`src/rtl/rgb_pwm_driver.sv`:
```
// rgb_pwm_driver: three-channel PWM LED driver with double-buffered duties.
// Samples arrive over a valid/ready handshake into a shadow buffer. The
// buffer is copied into the active duties only at a PWM period boundary, so a
// new colour never starts in the middle of a period.
// Optional build macro: RGB_PWM_ACTIVE_LOW_EN inverts RGB_R/G/B after the
// output register, for LED pins that sink current.

module rgb_pwm_driver #(
    parameter int PWM_BITS = 8,
    parameter int PRESCALE = 47
) (
    input  logic                clk,
    input  logic                rst,
    input  logic                in_valid,
    output logic                in_ready,
    input  logic [PWM_BITS-1:0] in_r,
    input  logic [PWM_BITS-1:0] in_g,
    input  logic [PWM_BITS-1:0] in_b,
    output logic                period_start,
    output logic                RGB_R,
    output logic                RGB_G,
    output logic                RGB_B
);

    localparam int PRE_W = $clog2(PRESCALE + 1);
    localparam logic [PRE_W-1:0]    PRE_LAST = PRE_W'(PRESCALE - 1);
    localparam logic [PWM_BITS-1:0] PWM_LAST = {PWM_BITS{1'b1}};

    logic [PRE_W-1:0]    pre_cnt;
    logic [PWM_BITS-1:0] pwm_cnt;
    logic [PWM_BITS-1:0] shadow_r, shadow_g, shadow_b;
    logic [PWM_BITS-1:0] active_r, active_g, active_b;
    logic                pending;
    logic [2:0]          rgb_q;

    logic tick;
    logic boundary;
    logic accept;

    // Handshake: a sample transfers on any clk edge where in_valid and
    // in_ready are both high. in_ready is high whenever the shadow buffer is
    // free (no sample waiting for a boundary) and rst is low. While in_ready
    // is low the upstream keeps offering; nothing is dropped or overwritten,
    // and the upstream may change its data freely until the transfer edge.
    assign in_ready = !pending && !rst;
    assign accept   = in_valid && in_ready;

    assign tick     = (pre_cnt == PRE_LAST);
    assign boundary = tick && (pwm_cnt == PWM_LAST);

    // Prescaler: one PWM tick every PRESCALE clk cycles.
    always_ff @(posedge clk) begin
        if (rst) begin
            pre_cnt <= '0;
        end else if (tick) begin
            pre_cnt <= '0;
        end else begin
            pre_cnt <= pre_cnt + PRE_W'(1);
        end
    end

    // PWM counter: advances on each tick and wraps naturally at the boundary.
    always_ff @(posedge clk) begin
        if (rst) begin
            pwm_cnt <= '0;
        end else if (tick) begin
            pwm_cnt <= pwm_cnt + PWM_BITS'(1);
        end
    end

    // Double buffer: capture into shadow on transfer, commit to active at the
    // boundary. A transfer in the boundary cycle itself only fills the shadow
    // (pending was 0, so there is nothing to commit); it waits a full period.
    always_ff @(posedge clk) begin
        if (rst) begin
            shadow_r <= '0;
            shadow_g <= '0;
            shadow_b <= '0;
            active_r <= '0;
            active_g <= '0;
            active_b <= '0;
            pending  <= 1'b0;
        end else begin
            if (boundary && pending) begin
                active_r <= shadow_r;
                active_g <= shadow_g;
                active_b <= shadow_b;
                pending  <= 1'b0;
            end
            if (accept) begin
                shadow_r <= in_r;
                shadow_g <= in_g;
                shadow_b <= in_b;
                pending  <= 1'b1;
            end
        end
    end

    // Output register: PWM compare plus the frame tick, both one cycle
    // behind the counter so they line up with each other.
    always_ff @(posedge clk) begin
        if (rst) begin
            rgb_q        <= 3'b000;
            period_start <= 1'b0;
        end else begin
            rgb_q        <= {(pwm_cnt < active_r),
                             (pwm_cnt < active_g),
                             (pwm_cnt < active_b)};
            period_start <= boundary;
        end
    end

`ifdef RGB_PWM_ACTIVE_LOW_EN
    assign {RGB_R, RGB_G, RGB_B} = ~rgb_q;
`else
    assign {RGB_R, RGB_G, RGB_B} = rgb_q;
`endif

endmodule

```
`config.mk`:
```
export PLATFORM = sky130hd
export DESIGN_NAME = rgb_pwm_driver
export DESIGN_NICKNAME = d
export VERILOG_FILES = /design/src/rtl/rgb_pwm_driver.sv
export SDC_FILE = /design/constraint.sdc
export NUM_CORES = 1
export LEC_CHECK = 0
export ABC_CLOCK_PERIOD_IN_PS = 1900
export BUFFER_PORTS_ARGS = -buffer_cell sky130_fd_sc_hd__buf_2
export CELL_PAD_IN_SITES_DETAIL_PLACEMENT = 1
export CELL_PAD_IN_SITES_GLOBAL_PLACEMENT = 2
export CORE_MARGIN = 10
export CORE_UTILIZATION = 25
export CTS_BUF_LIST = sky130_fd_sc_hd__clkbuf_4 sky130_fd_sc_hd__clkbuf_8
export CTS_CLUSTER_DIAMETER = 200
export DETAILED_ROUTE_END_ITERATION = 10
export HOLD_SLACK_MARGIN = 0.02
export PLACE_DENSITY = 0.59
export SYNTH_ARGS = -nofsm -noshare
export SYNTH_HDL_FRONTEND = slang
export SYNTH_SLANG_ARGS = --single-unit
```
`constraint.sdc`:
```
create_clock -name clk -period 1.9 [get_ports clk]
set_input_delay 0.285 -clock clk [delete_from_list [all_inputs] [get_ports clk]]
set_output_delay 0.285 -clock clk [all_outputs]
set_load 0.01 [all_outputs]
```
==> impl_metrics.toml, run 1 <==
[run_status]
status = "completed"

[clock_tree]
cts.sinks = 67
clk_pin_slew_ps = 90
clock_latency_ps = 350
cts_hold_buffers = 0
cts_root_buf = "clkbuf_8"
cts_made_buffers = 9
ctsLongestPathBuffers = 2
htree_num_levels = 3
cts_tree = "built"

[global_routing]
met2_usage_pct = 13.0
grt_remaining_overflow = 0
grt_pass1_wl_um = 12500
grt_max_degree = 49
grt_use_total_pct = 8.65
top_usage_layer = "met2"
grt_antenna_before_repair = 0
met1_usage_pct = 11.4
grt_pass1_vias = 2531
met3_usage_pct = 1.71

[critical_path]
reg2reg_to = "pwm_cnt[5]"
r2r_cells = 5
r2r-start = "pre_cnt[0]"
crit_type = "reg -> reg"
path_max_fanout = 7
arrival_ps = 2000
reg2reg_slack_ps = 180
critical_path_required_ps = 2180
endpoint_kind = "register"
startpoint_type = "register"

[finish]
n_antenna_cell = 0
area_growth_pct = 18.9
regArea_sq_um = 1340
drive_above_1_share_pct = 16.5
final_cell_area_sq_um = 3720
nets = 421
multi_input_area_sq_um = 1620
nFillCells = 1455

[sta]
grt_setup_unrepaired = "false"
fin_crit_sh_pct = 90.7
hold_slack_ps = 129
period_needed_ps = 1720
finalHoldViolations = 0
clock_skew_ps = 12.0
drv_slew = 0
finalSetupViolations = 0
max_freq_mhz = 580
setup_tns_ps = 0
worstMarginPinSlew_ps = 439
relSlewSlack_pct = 70.8

[pwr]
clkPwrFrac_pct = 45.6
intPower_mw = 2.27
p_comb_share_pct = 4.6
ir_worst_vdd_v = 0.000258
power.total_mw = 2.94
p_leak_nw = 1.51
cellPowerDensity_nw_per_um2 = 791
power.switching_uw = 676
power_frac_seq_pct = 49.8
swShare_pct = 23.0

[routing]
drc = 0
wl_um = 7180
route.antenna.remaining_nets = 0
initialDrtViolationCount = 59
firstDrtPassIters = 4
via_per_inst = 4.38
routedWlPerCell_um = 13.2
vias = 2378

[place]
placed_area_sq_um = 3480
portBuffers = 31
hpwl_um = 4960
gpl.final_weighted_congestion = 0.732

[synth]
syn-cell-area_sq_um = 3130
synth.avg_cell_area_sq_um = 9.33
ys_seq_area_share_pct = 42.9
synthArstFlopShare_pct = 0
synth_cells = 335
ys.flop_type = "dfxtp_1"
yosys.cell_types.count = 34
synth-edff-count = 0
ys_ff_latch = 67
synth_nets = 386
yosysWarnings = 0

[floorplan]
std_cell_rows = 40
io_pins = 32
die_x_um = 132
dieArea_sq_um = 17400
coreArea_sq_um = 12100
dieHeight_um = 132
start_util_pct = 25.8

[hold_path]
min_path_type = "in -> reg"
hp-start = "in_r[2]"
min_to = "shadow_r[2]"
holdPathStages = 3

[run]
maxCapViolCount = 0
## area by class of cell
class / instances / area share (%)
clock buffers: 10 / 3.53
clock inverters: 6 / 2.42
inverters: 23 / 2.32
multi-input cells: 229 / 43.6
flip-flops and latches: 67 / 36.1
well taps: 168 / 5.65
repair buffers: 40 / 6.33
## sequential cells by signal, summed over array words and instances, names as in the netlist
signal        flops
active_r          8
shadow_b          8
shadow_r          8
pre_cnt           6
pending           1
rgb_q             3
period_start      1
active_g          8
shadow_g          8
pwm_cnt           8
active_b          8
## cell usage in the layout (no fill, tap or decap), types with 2 or more instances in the layout
| master | synthesis | layout |
|---|---|---|
| nand2b_1 | 48 | 48 |
| o21ai_0 | 32 | 32 |
| bufinv_16 | 0 | 2 |
| a21oi_1 | 11 | 11 |
| or4_1 | 3 | 3 |
| xor2_1 | 2 | 2 |
| nor3b_1 | 4 | 3 |
| and4_1 | 2 | 2 |
| nor2b_1 | 4 | 4 |
| o2111a_1 | 3 | 3 |
| o211ai_1 | 3 | 3 |
| buf_2 | 5 | 31 |
| inv_1 | 23 | 23 |
| mux2i_1 | 24 | 24 |
| nand4b_1 | 3 | 3 |
| nand2_1 | 28 | 28 |
| o31ai_1 | 3 | 3 |
| a2111oi_0 | 3 | 3 |
| nand3_1 | 5 | 5 |
| and4b_1 | 2 | 2 |
| clkbuf_8 | 0 | 9 |
| nand4_1 | 3 | 3 |
| or3_1 | 3 | 3 |
| dfxtp_1 | 67 | 66 |
| ha_1 | 24 | 24 |
| a211oi_1 | 3 | 3 |
| nor2_1 | 9 | 9 |
| clkinv_4 | 0 | 2 |
| buf_4 | 0 | 8 |
## power by group through the flow
stage / sequential (mW) / clock, mW / combinational, mW
after floorplan: 1.49 / 0 / 0.0915
after global placement: 1.50 / 0 / 0.137
after detailed placement: 1.50 / 0 / 0.140
after CTS: 1.46 / 1.39 / 0.141
after global routing: 1.47 / 1.45 / 0.158
final: 1.46 / 1.34 / 0.136
## worst max-delay path, cell delays in order, from the launching register on
cell,delay (ps)
dfxtp_1,340
inv_1,60
ha_1,280
nand4b_1,260
or4_1,560
a21oi_1,150
## worst max-delay path by stage
| stage | cells past startpoint | from | end | slack [ps] |
|---|---|---|---|---|
| global route | 5 | pwm_cnt[1] | rgb_q[0] | 6 |
| floorplan | 5 | pre_cnt[0] | pwm_cnt[5] | 400 |
| finish | 5 | pre_cnt[0] | pwm_cnt[5] | 180 |
| global placement | 4 | pwm_cnt[3] | rgb_q[1] | 260 |
| CTS | 4 | pwm_cnt[3] | rgb_q[0] | 160 |
| detailed placement | 5 | pre_cnt[0] | pwm_cnt[5] | 200 |
## logic make-up after synthesis
logic type	synth area share, %
AND/OR/NAND/NOR	22.0
flip-flops	42.9
AO/OA/AOI/OAI	11.2
buffers and inverters	5.36
multiplexers	8.05
adder cells (fa/ha/maj)	9.61
XOR/XNOR	0.841
## stage by stage
stage	cells	util, %	worst slack, ps
5_1_grt	543	30.7	6.41
6_report	543	30.7	176
3_5_place_dp	525	28.7	197
4_1_cts	541	30.6	157
2_1_floorplan	335	-	402
3_3_place_gp	525	28.7	262
## repair_timing
item,in CTS,in global routing
setup buffers,0,2
setup endpoints to repair,0,3
gates resized for setup,0,1
hold endpoints to repair,0,0
## layer usage
metal | routed length, um | share of wire, %
met5 | 0 | 0
met4 | 153 | 2.1
met3 | 160 | 2.2
met2 | 3080 | 43
met1 | 3780 | 53
## synth_stat cells, types with 4 or more instances
library cell  number  area (sq um)
ha_1              24           300
nor2b_1            4          25.0
nand2b_1          48           300
dfxtp_1           67          1340
o21ai_0           32           160
a21oi_1           11          55.1
nand2_1           28           105
inv_1             23          86.3
nor2_1             9          33.8
mux2i_1           24           240
clkbuf_1           9          33.8
buf_2              5          25.0
nor3b_1            4          30.0
nand3_1            5          25.0
(Power assumes the default switching activity.)
==> run 2: changes to the inputs <==
CORE_ASPECT_RATIO = 1.75   (was default)
CORE_UTILIZATION = 38   (was 25)
PLACE_DENSITY = 0.83   (was 0.59)
==> impl_metrics.toml, run 2 (same netlist as run 1, synthesis figures left out) <==
[place]
gpl.final_weighted_congestion = 0.777
hpwl_um = 4820
portBuffers = 31
placed_area_sq_um = 3370

[routing]
top_layer = "met4"
route.antenna.remaining_nets = 0
initialDrtViolationCount = 65
vias = 2372
route.met3.wl_um = 296
wl_met1_um = 2930
firstDrtPassIters = 4
drc = 0
wl_um = 6590
routedWlPerCell_um = 14.3
via_per_inst = 5.16
dr_wl_met2_um = 3240

[critical_path]
startpoint_type = "register"
r2r-start = "pre_cnt[0]"
arrival_ps = 2000
slowest_stage = "or4_1"
reg2reg_to = "pwm_cnt[7]"
crit_type = "reg -> reg"
cpPeakStageDelay_ps = 560
path_max_fanout = 7
reg2reg_slack_ps = 190
crit_chain = "inv_1, ha_1, nand4b_1, or4_1, a21oi_1"
critical_path_required_ps = 2180
r2r_cells = 5
endpoint_kind = "register"

[pwr]
clkPwrFrac_pct = 39.2
power.switching_uw = 627
p_comb_share_pct = 5.1
p_leak_nw = 1.47
swShare_pct = 23.8
ir_worst_vdd_v = 0.000441
cellPowerDensity_nw_per_um2 = 742
intPower_mw = 2.01
power_frac_seq_pct = 55.6
power.total_mw = 2.63

[clock_tree]
cts_root_buf = "clkbuf_8"
ctsLongestPathBuffers = 2
clk_pin_slew_ps = 70
cts_resized = 2
post_cts_buffers = 0
cts.sinks = 67
htree_num_levels = 3
cts_tree = "built"
cts_hold_buffers = 0
clock_latency_ps = 350
cts_made_buffers = 9

[hold_path]
hp-start = "in_g[2]"
holdPathStages = 3
min_to = "shadow_g[2]"
min_path_type = "in -> reg"

[global_routing]
grt_remaining_overflow = 0
grt_max_degree = 49
grt_pass1_wl_um = 11600
grt_antenna_before_repair = 0
grt_use_total_pct = 11.7
grt_pass1_vias = 2519

[floorplan]
dieArea_sq_um = 12400
die_x_um = 88.6
coreArea_sq_um = 7960
io_pins = 32
dieHeight_um = 140
start_util_pct = 39.3
std_cell_rows = 43

[finish]
multi_input_area_sq_um = 1630
final_cell_area_sq_um = 3550
area_growth_pct = 13.6
regArea_sq_um = 1340
drive_above_1_share_pct = 15.7
final_cell_mix = "66 x dfxtp_1, 48 x nand2b_1, 32 x o21ai_0"
n_antenna_cell = 0
nets = 416
nFillCells = 953
layout_commonest_cell = "dfxtp_1"
final_util_pct = 44.6

[sta]
finalHoldViolations = 0
period_needed_ps = 1710
max_freq_mhz = 584
relSlewSlack_pct = 73.8
fin_crit_sh_pct = 90.2
worstMarginPinSlew_ps = 383
setup_tns_ps = 0
finalSetupViolations = 0
clock_skew_ps = 5.23
drv_slew = 0
grt_setup_unrepaired = "false"

[run]
maxCapViolCount = 0

[run_status]
status = "completed"
run 2: how the worst max path moves through the flow:
stage / cells after the start / from / slack (ps) / endpoint
floorplan: 5 / pre_cnt[0] / 400 / pwm_cnt[5]
global placement: 4 / pwm_cnt[3] / 20 / rgb_q[2]
detailed placement: 4 / pwm_cnt[3] / -40 / rgb_q[2]
CTS: 4 / pwm_cnt[3] / 7 / rgb_q[2]
global route: 5 / pre_cnt[0] / 3 / pwm_cnt[5]
finish: 5 / pre_cnt[0] / 190 / pwm_cnt[7]
run 2: power by group through the flow:
stage	Sequential [mW]	Clock, mW	Combinational, mW
detailed placement	1.50	0	0.138
global placement	1.49	0	0.135
floorplan	1.49	0	0.0915
CTS	1.46	1.08	0.139
global route	1.47	1.15	0.157
finish	1.46	1.03	0.135
run 2: routing by layer:
layer  vias to the layer above  GRT usage, %
met5                         -             0
met4                         0          5.65
met3                         8          3.89
met2                        34          19.3
met1                      1120          13.0
li1                       1210             -
run 2: final cells by class:
type / instances / share of cell area, %
inverter: 23 / 2.43
clock inverter: 5 / 0.846
clock buffer: 11 / 3.91
multi-input combinational: 229 / 45.9
timing repair buffer: 35 / 5.92
tap: 90 / 3.17
sequential: 67 / 37.8
run 2: critical path: cells and delay by family, from the launching register on:
kind / cells / cell delay [ps]
compound gates: 1 / 150
simple gates: 2 / 820
fa+ha+maj: 1 / 280
flops: 1 / 340
buf+inv: 1 / 70
run 2: per-stage QoR:
| stage | std cells | setup slack [ps] | hold WS [ps] |
|---|---|---|---|
| 2_1_floorplan | 335 | 402 | 394 |
| 3_3_place_gp | 444 | 24.8 | 441 |
| 3_5_place_dp | 444 | -40.7 | 460 |
| 4_1_cts | 460 | 6.73 | 111 |
| 5_1_grt | 460 | 3.02 | 119 |
| 6_report | 460 | 187 | 128 |
